$ cat config.mk
export PLATFORM = sky130hd
export DESIGN_NAME = scroll_layer_mixer
export DESIGN_NICKNAME = d
export VERILOG_FILES = /design/src/rtl/scroll_layer_mixer.sv
export SDC_FILE = /design/constraint.sdc
export NUM_CORES = 1
export LEC_CHECK = 0
export ABC_AREA = 1
export CAP_MARGIN = 20
export CORE_MARGIN = 5
export CORE_UTILIZATION = 45
export CTS_BUF_LIST = sky130_fd_sc_hd__clkbuf_8
export DETAILED_ROUTE_END_ITERATION = 8
export HOLD_SLACK_MARGIN = 0.05
export PLACE_DENSITY = 0.68
export SETUP_SLACK_MARGIN = 0.4
export SLEW_MARGIN = 20
export SYNTH_ARGS = -nofsm -noshare
export SYNTH_HDL_FRONTEND = slang
export SYNTH_SLANG_ARGS = --single-unit
$ cat constraint.sdc
create_clock -name clk -period 8.56 [get_ports clk]
set_input_delay 1.712 -clock clk [delete_from_list [all_inputs] [get_ports clk]]
set_output_delay 1.712 -clock clk [all_outputs]
set_load 0.02 [all_outputs]
$ cat src/rtl/scroll_layer_mixer.sv
// Multi-layer scrolling compositor: per-layer scroll offsets stepped on frame ticks,
// fixed-priority colour-key mixing and a small register file with a frame interrupt.
module scroll_layer_mixer #(
    parameter int NUM_LAYERS = 4,
    parameter int SCROLL_W   = 10
) (
    input  logic                           clk,
    input  logic                           reset,
    input  logic [5:0]                     address,
    input  logic [31:0]                    data_in,
    input  logic [1:0]                     data_write_n,
    input  logic [1:0]                     data_read_n,
    output logic [31:0]                    data_out,
    output logic                           data_ready,
    input  logic                           visible,
    input  logic                           vsync,
    input  logic [SCROLL_W-1:0]            pix_x,
    input  logic [SCROLL_W-1:0]            pix_y,
    input  logic [NUM_LAYERS*6-1:0]        layer_rgb,
    output logic [NUM_LAYERS*SCROLL_W-1:0] layer_x,
    output logic [NUM_LAYERS*SCROLL_W-1:0] layer_y,
    output logic [5:0]                     rgb_out,
    output logic                           user_interrupt
);
    logic                  enable_q, irq_en_q, pending_q;
    logic [NUM_LAYERS-1:0] layer_en_q;
    logic [7:0]            frame_q;
    logic [5:0]            bg_q, rgb_q, rgb_d;
    logic                  vsync_q, armed_q, tick_q;
    logic                  pending_d;
    logic [11:0]           stg_q  [NUM_LAYERS];
    logic [11:0]           act_q  [NUM_LAYERS];
    logic [SCROLL_W-1:0]   xoff_q [NUM_LAYERS];
    logic [SCROLL_W-1:0]   yoff_q [NUM_LAYERS];
    logic [3:0]            cnt_q  [NUM_LAYERS];

    logic       wr_en, is_layer;
    logic [2:0] layer_sel;
    logic       unused_bits;

    assign wr_en       = (data_write_n != 2'b11);
    assign layer_sel   = address[4:2];
    assign is_layer    = address[5] && (address[1:0] == 2'b00) && (int'(layer_sel) < NUM_LAYERS);
    assign data_ready  = 1'b1;
    assign unused_bits = ^{data_read_n, data_in};

    // Set beats a same-cycle write-1-to-clear.
    assign pending_d = (tick_q && irq_en_q) ||
                       (pending_q && !(wr_en && address == 6'h04 && data_in[0]));

    always_ff @(posedge clk or posedge reset) begin
        if (reset) begin
            enable_q   <= 1'b0;
            irq_en_q   <= 1'b0;
            layer_en_q <= '0;
            pending_q  <= 1'b0;
            frame_q    <= 8'd0;
            bg_q       <= 6'd0;
            vsync_q    <= 1'b0;
            armed_q    <= 1'b0;
            tick_q     <= 1'b0;
            rgb_q      <= 6'd0;
            for (int i = 0; i < NUM_LAYERS; i++) begin
                stg_q[i]  <= 12'd0;
                act_q[i]  <= 12'd0;
                xoff_q[i] <= '0;
                yoff_q[i] <= '0;
                cnt_q[i]  <= 4'd0;
            end
        end else begin
            vsync_q <= vsync;
            // A tick needs vsync to have been seen low since reset release.
            if (!vsync)
                armed_q <= 1'b1;
            tick_q    <= vsync && !vsync_q && armed_q;
            pending_q <= pending_d;
            rgb_q     <= rgb_d;
            if (wr_en && address == 6'h00) begin
                enable_q   <= data_in[0];
                layer_en_q <= data_in[NUM_LAYERS:1];
                irq_en_q   <= data_in[12];
            end
            if (wr_en && address == 6'h08)
                bg_q <= data_in[5:0];
            if (tick_q && enable_q)
                frame_q <= frame_q + 8'd1;
            for (int i = 0; i < NUM_LAYERS; i++) begin
                if (wr_en && is_layer && int'(layer_sel) == i)
                    stg_q[i] <= data_in[11:0];
                // The staged value takes effect at the tick that activates it.
                if (tick_q) begin
                    act_q[i] <= stg_q[i];
                    if (enable_q && layer_en_q[i]) begin
                        if (cnt_q[i] == stg_q[i][11:8]) begin
                            cnt_q[i]  <= 4'd0;
                            xoff_q[i] <= xoff_q[i] + SCROLL_W'($signed(stg_q[i][3:0]));
                            yoff_q[i] <= yoff_q[i] + SCROLL_W'($signed(stg_q[i][7:4]));
                        end else begin
                            cnt_q[i] <= cnt_q[i] + 4'd1;
                        end
                    end
                end
            end
        end
    end

    // Walk from lowest priority up so layer 0 overwrites last.
    always_comb begin
        rgb_d = bg_q;
        for (int i = NUM_LAYERS - 1; i >= 0; i--) begin
            if (layer_en_q[i] && layer_rgb[6*i +: 6] != 6'h00)
                rgb_d = layer_rgb[6*i +: 6];
        end
        if (!(visible && enable_q))
            rgb_d = 6'h00;
    end

    always_comb begin
        for (int i = 0; i < NUM_LAYERS; i++) begin
            layer_x[i*SCROLL_W +: SCROLL_W] = pix_x + xoff_q[i];
            layer_y[i*SCROLL_W +: SCROLL_W] = pix_y + yoff_q[i];
        end
    end

    always_comb begin
        data_out = 32'd0;
        case (address)
            6'h00: begin
                data_out[0]            = enable_q;
                data_out[NUM_LAYERS:1] = layer_en_q;
                data_out[12]           = irq_en_q;
            end
            6'h04: begin
                data_out[0]    = pending_q;
                data_out[15:8] = frame_q;
            end
            6'h08: data_out[5:0] = bg_q;
            default: ;
        endcase
        for (int i = 0; i < NUM_LAYERS; i++) begin
            if (is_layer && int'(layer_sel) == i)
                data_out = {10'(yoff_q[i]), 10'(xoff_q[i]), act_q[i]};
        end
    end

    assign rgb_out        = rgb_q;
    assign user_interrupt = pending_q && irq_en_q;
endmodule

Word level (Yosys, flattened, before mapping)
Index checks and enable logic that the tools add are counted.
{ "word_totals": {"reg_bits": 222, "elab_cells": 129} }
{ "classes": {"addsub": 21, "n_lt_le_gt_ge": 1, "n_eq_ne": 10, "muxes": 19, "n_reduce_logical": 48} }
{ "ops": {"columns": ["operator", "count"], "rows": [
  ["10-bit adder", 16],
  ["32-bit 2-to-1 mux", 4],
  ["1-bit logical AND", 30],
  ["6-bit 2-to-1 mux", 5],
  ["6-bit nonzero test", 4],
  ["4-bit 2-to-1 mux", 5],
  ["4-bit by 1-bit adder with 4-bit output, second input constant", 4],
  ["4-bit equality test", 4],
  ["3-bit AND reduction", 4],
  ["8-bit by 1-bit adder with 8-bit output, second input constant", 1],
  ["4-bit one-hot mux with 2 select lines", 1],
  ["2-bit AND reduction", 4],
  ["3-bit equality test, second input constant", 2],
  ["6-bit by 3-bit equality test with 1-bit output, second input constant", 1],
  ["6-bit by 4-bit equality test with 1-bit output, second input constant", 1],
  ["6-bit logical NOT", 1],
  ["3-bit by 2-bit equality test with 1-bit output, second input constant", 1],
  ["3-bit logical NOT", 1],
  ["3-bit less-than comparator, second input constant", 1],
  ["3-bit 2-to-1 mux", 1],
  ["1-bit one-hot mux with 3 select lines", 1],
  ["1-bit logical NOT", 2],
  ["2-bit logical NOT", 1],
  ["2-bit inequality test, second input constant", 1],
  ["3 further kinds", 3]
]} }

Logic depth before layout (Yosys ltp)
Gate-level depths: netlist of run 1.
{ "logic_depth": {"depth_word": 8, "mapped_depth": 11, "mapped_depth_nobuf": 11} }

Worst setup path after synthesis of run 1
No wires, ideal clock.
{ "synth_path": {"kind": "in2out", "from": "input port pix_y[0]", "to": "output port layer_y[26]", "t_arrival_ns": 3.062, "t_required_ns": 6.848, "slack_ns": 3.786, "stages": 7, "n_path_buf": 0, "path_cell_list": "ha_1 > fa_1 > nand3_1 > nand2_1 > a21oi_1 > o21ai_0 > xor2_1"} }
{ "synth_via": {"elab_chain_len": 1} }
{ "synth_lines": {"columns": ["item", "line_no", "text"], "rows": [
  ["start: declaration", "18", "input logic [SCROLL_W-1:0] pix_y,"],
  ["10-bit adder", "121", "layer_y[i*SCROLL_W +: SCROLL_W] = pix_y + yoff_q[i];"],
  ["end: declaration", "21", "output logic [NUM_LAYERS*SCROLL_W-1:0] layer_y,"]
]} }
Every way passes these cells.

Final worst setup path of run 1
{ "layout_path": {"from": "input port address[3]", "to": "output port data_out[3]"} }
{ "layout_via": {"elab_chain_len": 7} }
{ "layout_lines": {"columns": ["item", "line_no", "text"], "rows": [
  ["start: declaration", "9", "input logic [5:0] address,"],
  ["3-bit less-than comparator", "43", "assign is_layer = address[5] && (address[1:0] == 2'b00) && (int'(layer_sel) < NUM_LAYERS);"],
  ["1-bit logical AND", "43", null],
  ["1-bit logical AND", "141", "if (is_layer && int'(layer_sel) == i)"],
  ["32-bit 2-to-1 mux (3 in a row)", "141", null],
  ["32-bit 2-to-1 mux (*)", "141", null],
  ["end: declaration", "13", "output logic [31:0] data_out,"]
]} }
Mark *: on every way between the ends. The rest lies on a longest branch, timed or not.

==> results.json, run 1 <==
{
  "status": "completed",
  "wl_mm": 50.31,
  "hp-class": "register to register",
  "cts_max_path_buffers": 3,
  "hpwlAfterDp_mm": 38.39,
  "grt_max_degree": 102,
  "ys_ff_latch": 222,
  "wl_per_cell_um": 17.09,
  "pwr-share-clk": 0.353,
  "yosys_warnings": 0,
  "critPathSlowestCell": "clkdlybuf4s50_1",
  "critPathMostFrequentCell": "inv_1",
  "htreeDepth": 2,
  "post_cts_buffers": 0,
  "route.detailed.drc": 0,
  "design_area_mm2": 0.01978,
  "fin_worst_skew_ns": 0.04021,
  "yosys-top-cells-area": "dfrtp_1 (33%), nand2_1 (16%), ha_1 (11%), xor2_1 (5.4%), inv_1 (5.2%)",
  "vias": 15763,
  "p_int_mw": 2.155,
  "grt_pass1_vias": 15451,
  "dp.cells": 2866,
  "worstPathArrival_ns": 4.76,
  "p_comb_frac": 0.244,
  "start_util": 0.4552,
  "power.switching_mw": 1.090,
  "clock_latency_ns": 0.58,
  "switching_share": 0.3359,
  "pin_count": 210,
  "p_per_area_mw_per_mm2": 164.1,
  "cts_tree": "yes",
  "ctsResizeCount": 0,
  "drt-vias-per-instance": 5.356,
  "path_clk_slew_ns": 0.05,
  "yosysMostFrequentCell": "nand2_1",
  "max_stage_delay_ns": 0.69,
  "peakVddDrop_mv": 0.1519,
  "finalSetupTns_ns": 0,
  "final_max_slew_viol_count": 0,
  "antenna_found_initial": 0,
  "synth-edff-count": 0,
  "hold_viol": 0,
  "setup_viol": 0,
  "synth_seq_area_share": 0.3342,
  "worstSetupStartpointType": "primary input",
  "startpoint": "address[3]",
  "syn-mean-instance-area_um2": 7.372,
  "worst_slew_pin_slew_ns": 0.9862,
  "min_period_over_period": 0.7566,
  "synth_area_mm2": 0.01662,
  "critPathMaxFanout": 28,
  "gp_congestion": 0.9212,
  "die_w_um": 202.2,
  "hold_buffers": 0,
  "synth_top_area_cell": "dfrtp_1",
  "cts_sinks": 222,
  "root_buffer": "clkbuf_8",
  "finalPower_mw": 3.245,
  "preCtsSetupSlack_ns": 2.022,
  "async_reset_ff_frac": 1.000,
  "dieArea_mm2": 0.04088,
  "die_h_um": 202.2,
  "placed_cell_area_mm2": 0.01884,
  "grt_usage": 0.2429,
  "synthCells": 2255,
  "maxSlewHeadroom": 0.3425,
  "r2r-start": "tick_q",
  "synth_ff_type": "dfrtp_1",
  "fin_ws_ns": 2.084,
  "critPathBufInv": 5,
  "std_cell_rows": 70,
  "post-route-min-period_ns": 6.476,
  "synth_top_area_share": 0.3342,
  "firstDrtPassIters": 5,
  "drive_gt1_frac": 0.04162,
  "crit_type": "primary input to primary output",
  "fin_cells": 2943,
  "rsz0062_at_grt": "false",
  "fillCellCount": 3521,
  "fmax_ghz": 0.1544,
  "min_from": "vsync_q",
  "critPathCaptureType": "primary output",
  "synth_common_cells": "nand2_1 (713), inv_1 (230), dfrtp_1 (222), nand3_1 (171), o21ai_0 (152)",
  "syn_nets": 2510,
  "cp.required_ns": 6.85,
  "grt_overflow": 0,
  "path_delay_family": "buffers and inverters",
  "drv_cap": 0,
  "antenna_left": 0,
  "port_buffers": 187,
  "numCtsBuffers": 42,
  "diodes": 0,
  "syn_to_final_growth_pct": 18.99,
  "core_region_area_mm2": 0.03652,
  "grt_pass1_wl_mm": 81.38,
  "p_seq_frac": 0.403,
  "cp_cell_sequence": "clkdlybuf4s50_1, inv_1, nor2_1, inv_1, nor2_4, inv_1, o2111ai_1, clkdlybuf4s50_1",
  "leakagePower_nw": 10.37,
  "ys_types": 41,
  "drt_iter0_drc": 1059,
  "nNetsFinal": 2697
}
metrics by stage:
stage | utilization | hold WS, ns
floorplan | - | 0.3780
global placement | 0.5159 | 0.3792
detailed placement | 0.5159 | 0.3957
CTS | 0.5416 | 0.4033
global route | 0.5416 | 0.4033
finish | 0.5416 | 0.3971
cell usage in the layout (no fill, tap or decap), types with 3 or more instances in the layout:
| cell type | netlist | layout |
|---|---|---|
| o22ai_1 | 8 | 8 |
| nand2_2 | 5 | 5 |
| clkbuf_8 | 0 | 54 |
| nor2_1 | 130 | 130 |
| nand2_1 | 713 | 713 |
| fa_1 | 16 | 16 |
| o211ai_1 | 7 | 7 |
| nand4_1 | 57 | 57 |
| clkinv_2 | 3 | 10 |
| nor2_8 | 3 | 3 |
| a21o_1 | 5 | 5 |
| a21oi_1 | 97 | 97 |
| clkdlybuf4s50_1 | 0 | 187 |
| xor2_1 | 102 | 102 |
| o2111ai_1 | 17 | 17 |
| ha_1 | 149 | 149 |
| dfrtp_1 | 222 | 221 |
| nor3_1 | 8 | 8 |
| a31oi_1 | 8 | 8 |
| xnor2_1 | 27 | 27 |
| inv_1 | 230 | 240 |
| buf_4 | 5 | 3 |
| o21ai_0 | 152 | 152 |
| inv_2 | 6 | 6 |
| nand3_1 | 171 | 171 |
| o21bai_1 | 9 | 9 |
| bufinv_16 | 0 | 3 |
| o21ai_1 | 40 | 40 |
| nor2_4 | 6 | 6 |
path summary, 6_finish.rpt:
check,endpoint,slack (ns),cells after the start
hold reg to reg,tick_q,0.40,1
setup reg to reg,xoff_q[5],5.38,7
hold / removal,tick_q,0.40,1
setup / recovery,data_out[3],2.08,8
min in group asynchronous,vsync_q,1.65,2
max in group asynchronous,layer_en_q[2],5.38,3
cell families (layout without fill, tap and decap cells):
kind of cell	Yosys count	count (layout)	synth area share
xor+xnor	129	129	0.06797
buf+inv	286	506	0.07037
simple gates	1106	1106	0.2830
fa+ha+maj	165	165	0.1314
flops	222	222	0.3342
compound gates	346	346	0.1128
other cells	1	1	0.0002256
routing by layer:
layer	routed length, um	GRT usage	up-vias
li1	-	-	7823
met1	23210	0.3370	7387
met2	23160	0.3999	458
met3	2697	0.03209	95
met4	1237	0.07032	0
met5	0	0	-
final cells by class:
type	instances	area [um^2]	share of cell area
sequential	222	5557	0.2809
clock buffer	54	743.2	0.03757
clock inverter	23	193.9	0.009805
tap	468	585.6	0.02960
timing repair buffer	190	1894	0.09577
multi-input combinational	1747	9898	0.5004
inverter	239	908.4	0.04592
power groups by stage:
stage / logic [mW] / registers (mW) / clock network [mW]
after floorplan: 0.543 / 1.27 / 0
after global placement: 0.774 / 1.32 / 0
after detailed placement: 0.792 / 1.32 / 0
after CTS: 0.795 / 1.30 / 1.17
after global routing: 0.892 / 1.32 / 1.22
final: 0.793 / 1.31 / 1.15
registers in the layout, indices dropped and copies added (netlist names), 4 cells and up:
name	flops
frame_q	8
xoff_q	40
act_q	48
yoff_q	40
layer_en_q	4
stg_q	48
cnt_q	16
bg_q	6
rgb_out	6
worst register-to-register path, cell delays in order, from the launching register on:
cell and delay [ns]:
dfrtp_2 0.33, buf_4 0.51, nand2_4 0.42, nor2_8 0.21, nand4_2 0.61, inv_2 0.70, nand3_1 0.20, o21ai_0 0.11
Note: power is estimated with default switching activity, not from simulation.
==> inputs of run 2 (changes only) <==
--- a/config.mk
+++ b/config.mk
@@ -12,7 +12,7 @@
 export CTS_BUF_LIST = sky130_fd_sc_hd__clkbuf_8
 export DETAILED_ROUTE_END_ITERATION = 8
 export HOLD_SLACK_MARGIN = 0.05
-export PLACE_DENSITY = 0.68
+export PLACE_DENSITY = 0.71
 export SETUP_SLACK_MARGIN = 0.4
 export SLEW_MARGIN = 20
 export SYNTH_ARGS = -nofsm -noshare
==> constraint.sdc (replaced) <==
create_clock -name clk -period 5.63 [get_ports clk]
set_input_delay 1.126 -clock clk [delete_from_list [all_inputs] [get_ports clk]]
set_output_delay 1.126 -clock clk [all_outputs]
set_load 0.02 [all_outputs]
==> run 2 against run 1 <==
Compared with the run above:
- count of clock-buffer cells in the layout is 9 lower
- register-to-register slack got worse by 2.8 ns
- clock skew fell by 0.019 ns
- critical endpoint is now data_out[5]
- highest routed layer unchanged
==> results.json, run 2 (synthesis gave the netlist of run 1 again) <==
{
  "nNetsFinal": 2698,
  "route.detailed.drc": 0,
  "drv_cap": 0,
  "std_cell_rows": 70,
  "gp_congestion": 0.9391,
  "drt-vias-per-instance": 5.370,
  "status": "completed",
  "cts_sinks": 222,
  "power.switching_mw": 1.635,
  "worstSetupStartpointType": "primary input",
  "worstPathArrival_ns": 3.84,
  "antenna_found_initial": 0,
  "p_per_area_mw_per_mm2": 242.8,
  "maxSlewHeadroom": 0.4205,
  "worst_slew_pin_slew_ns": 0.8693,
  "cp.required_ns": 4.50,
  "diodes": 0,
  "fmax_ghz": 0.2013,
  "p_int_mw": 3.150,
  "finalSetupTns_ns": 0,
  "grt_overflow": 0,
  "clock_latency_ns": 0.55,
  "grt_pass1_vias": 15163,
  "placed_cell_area_mm2": 0.01887,
  "path_clk_slew_ns": 0.06,
  "port_buffers": 187,
  "numCtsBuffers": 40,
  "hold_viol": 0,
  "pin_count": 210,
  "p_comb_frac": 0.252,
  "switching_share": 0.3417,
  "die_w_um": 202.2,
  "syn_to_final_growth_pct": 18.53,
  "top_regs": "act_q x48, stg_q x48",
  "setup_viol": 0,
  "peakVddDrop_mv": 0.1403,
  "htreeDepth": 2,
  "critPathMaxFanout": 27,
  "vias": 15776,
  "die_h_um": 202.2,
  "post-route-min-period_ns": 4.967,
  "p_seq_frac": 0.415,
  "final_max_slew_viol_count": 0,
  "start_util": 0.4552,
  "firstDrtPassIters": 6,
  "root_buffer": "clkbuf_8",
  "min_period_over_period": 0.8822,
  "fin_worst_skew_ns": 0.02167,
  "critPathCaptureType": "primary output",
  "grt_max_degree": 160,
  "hold_buffers": 0,
  "cts_tree": "yes",
  "cts_max_path_buffers": 3,
  "wl_per_cell_um": 17.22,
  "wl_mm": 50.59,
  "hp-class": "register to register",
  "hpwlAfterDp_mm": 38.68,
  "layout_commonest_cell": "nand2_1",
  "core_region_area_mm2": 0.03652,
  "antenna_left": 0,
  "dieArea_mm2": 0.04088,
  "drt_iter0_drc": 1103,
  "leakagePower_nw": 10.31,
  "grt_usage": 0.2416,
  "pwr-share-clk": 0.332,
  "rsz0062_at_grt": "false",
  "grt_pass1_wl_mm": 80.55,
  "design_area_mm2": 0.01970,
  "drive_gt1_frac": 0.04089,
  "crit_type": "primary input to primary output",
  "layout_common_cells": "nand2_1 (713), inv_1 (237), dfrtp_1 (221)"
}
==> run 2: per-layer routing <==
layer / part of all wire / up-vias / global-route usage
met2: 0.45 / 525 / 0.3847
met3: 0.071 / 110 / 0.04284
li1: - / 7818 / -
met1: 0.45 / 7323 / 0.3350
met4: 0.032 / 0 / 0.08026
met5: 0 / - / 0
==> run 2: area by class of cell <==
type	count	area [um^2]
clock inverters	24	209.0
multi-input cells	1747	9898
fillers	3468	16820
flip-flops and latches	222	5557
inverters	239	905.9
clock buffers	45	619.3
repair buffers	193	1929
well taps	468	585.6
==> run 2: final timing paths <==
check	startpoint	end	slack [ns]	cells past startpoint
setup / recovery	address[1]	data_out[5]	0.66	11
hold / removal	vsync_q	tick_q	0.39	1
setup reg to reg	tick_q	xoff_q[5]	2.57	7
hold reg to reg	vsync_q	tick_q	0.39	1
max in group asynchronous	reset	yoff_q[29]	3.63	3
min in group asynchronous	reset	rgb_out[2]	0.86	2
==> run 2: critical path, cell delays in order <==
cell and delay [ns]:
clkdlybuf4s50_1 0.44, nor2_4 0.20, nand2_1 0.08, nor2_2 0.12, nand2_1 0.28, clkinv_2 0.47
nand2_1 0.11, nand3_1 0.09, o21ai_0 0.09, o211ai_1 0.14, clkdlybuf4s50_1 0.68
==> run 2: per-stage QoR <==
| step | cells | worst slack, ns | hold WS [ns] | utilization | power, mW |
|---|---|---|---|---|---|
| detailed placement | 2869 | 0.5421 | 0.3934 | 0.5168 | 3.217 |
| finish | 2938 | 0.6631 | 0.3922 | 0.5395 | 4.785 |
| floorplan | 2255 | 1.608 | 0.3780 | - | 2.759 |
| CTS | 2938 | 0.5354 | 0.3981 | 0.5395 | 4.823 |
| global placement | 2869 | 0.6017 | 0.3798 | 0.5168 | 3.186 |
| global route | 2938 | 0.4462 | 0.4357 | 0.5395 | 5.076 |
==> run 2: power groups by stage <==
stage / Clock, mW / Sequential [mW] / Combinational [mW]
3_3_place_gp: 0 / 2.01 / 1.18
4_1_cts: 1.63 / 1.98 / 1.21
2_1_floorplan: 0 / 1.93 / 0.826
6_report: 1.59 / 1.99 / 1.21
3_5_place_dp: 0 / 2.01 / 1.21
5_1_grt: 1.70 / 2.01 / 1.36
==> run 2: timing repair <==
| action | CTS | global route |
|---|---|---|
| setup endpoints to repair | 0 | 2 |
| resized for setup | 0 | 1 |
| setup buffers | 0 | 0 |
==> inputs of run 3 (changes only) <==
--- a/config.mk
+++ b/config.mk
@@ -6,7 +6,6 @@
 export NUM_CORES = 1
 export LEC_CHECK = 0
 export ABC_AREA = 1
-export CAP_MARGIN = 20
 export CORE_MARGIN = 5
 export CORE_UTILIZATION = 45
 export CTS_BUF_LIST = sky130_fd_sc_hd__clkbuf_8
==> results of run 3 <==
No change in the layout: final DEF, timing and power equal those of run 2.
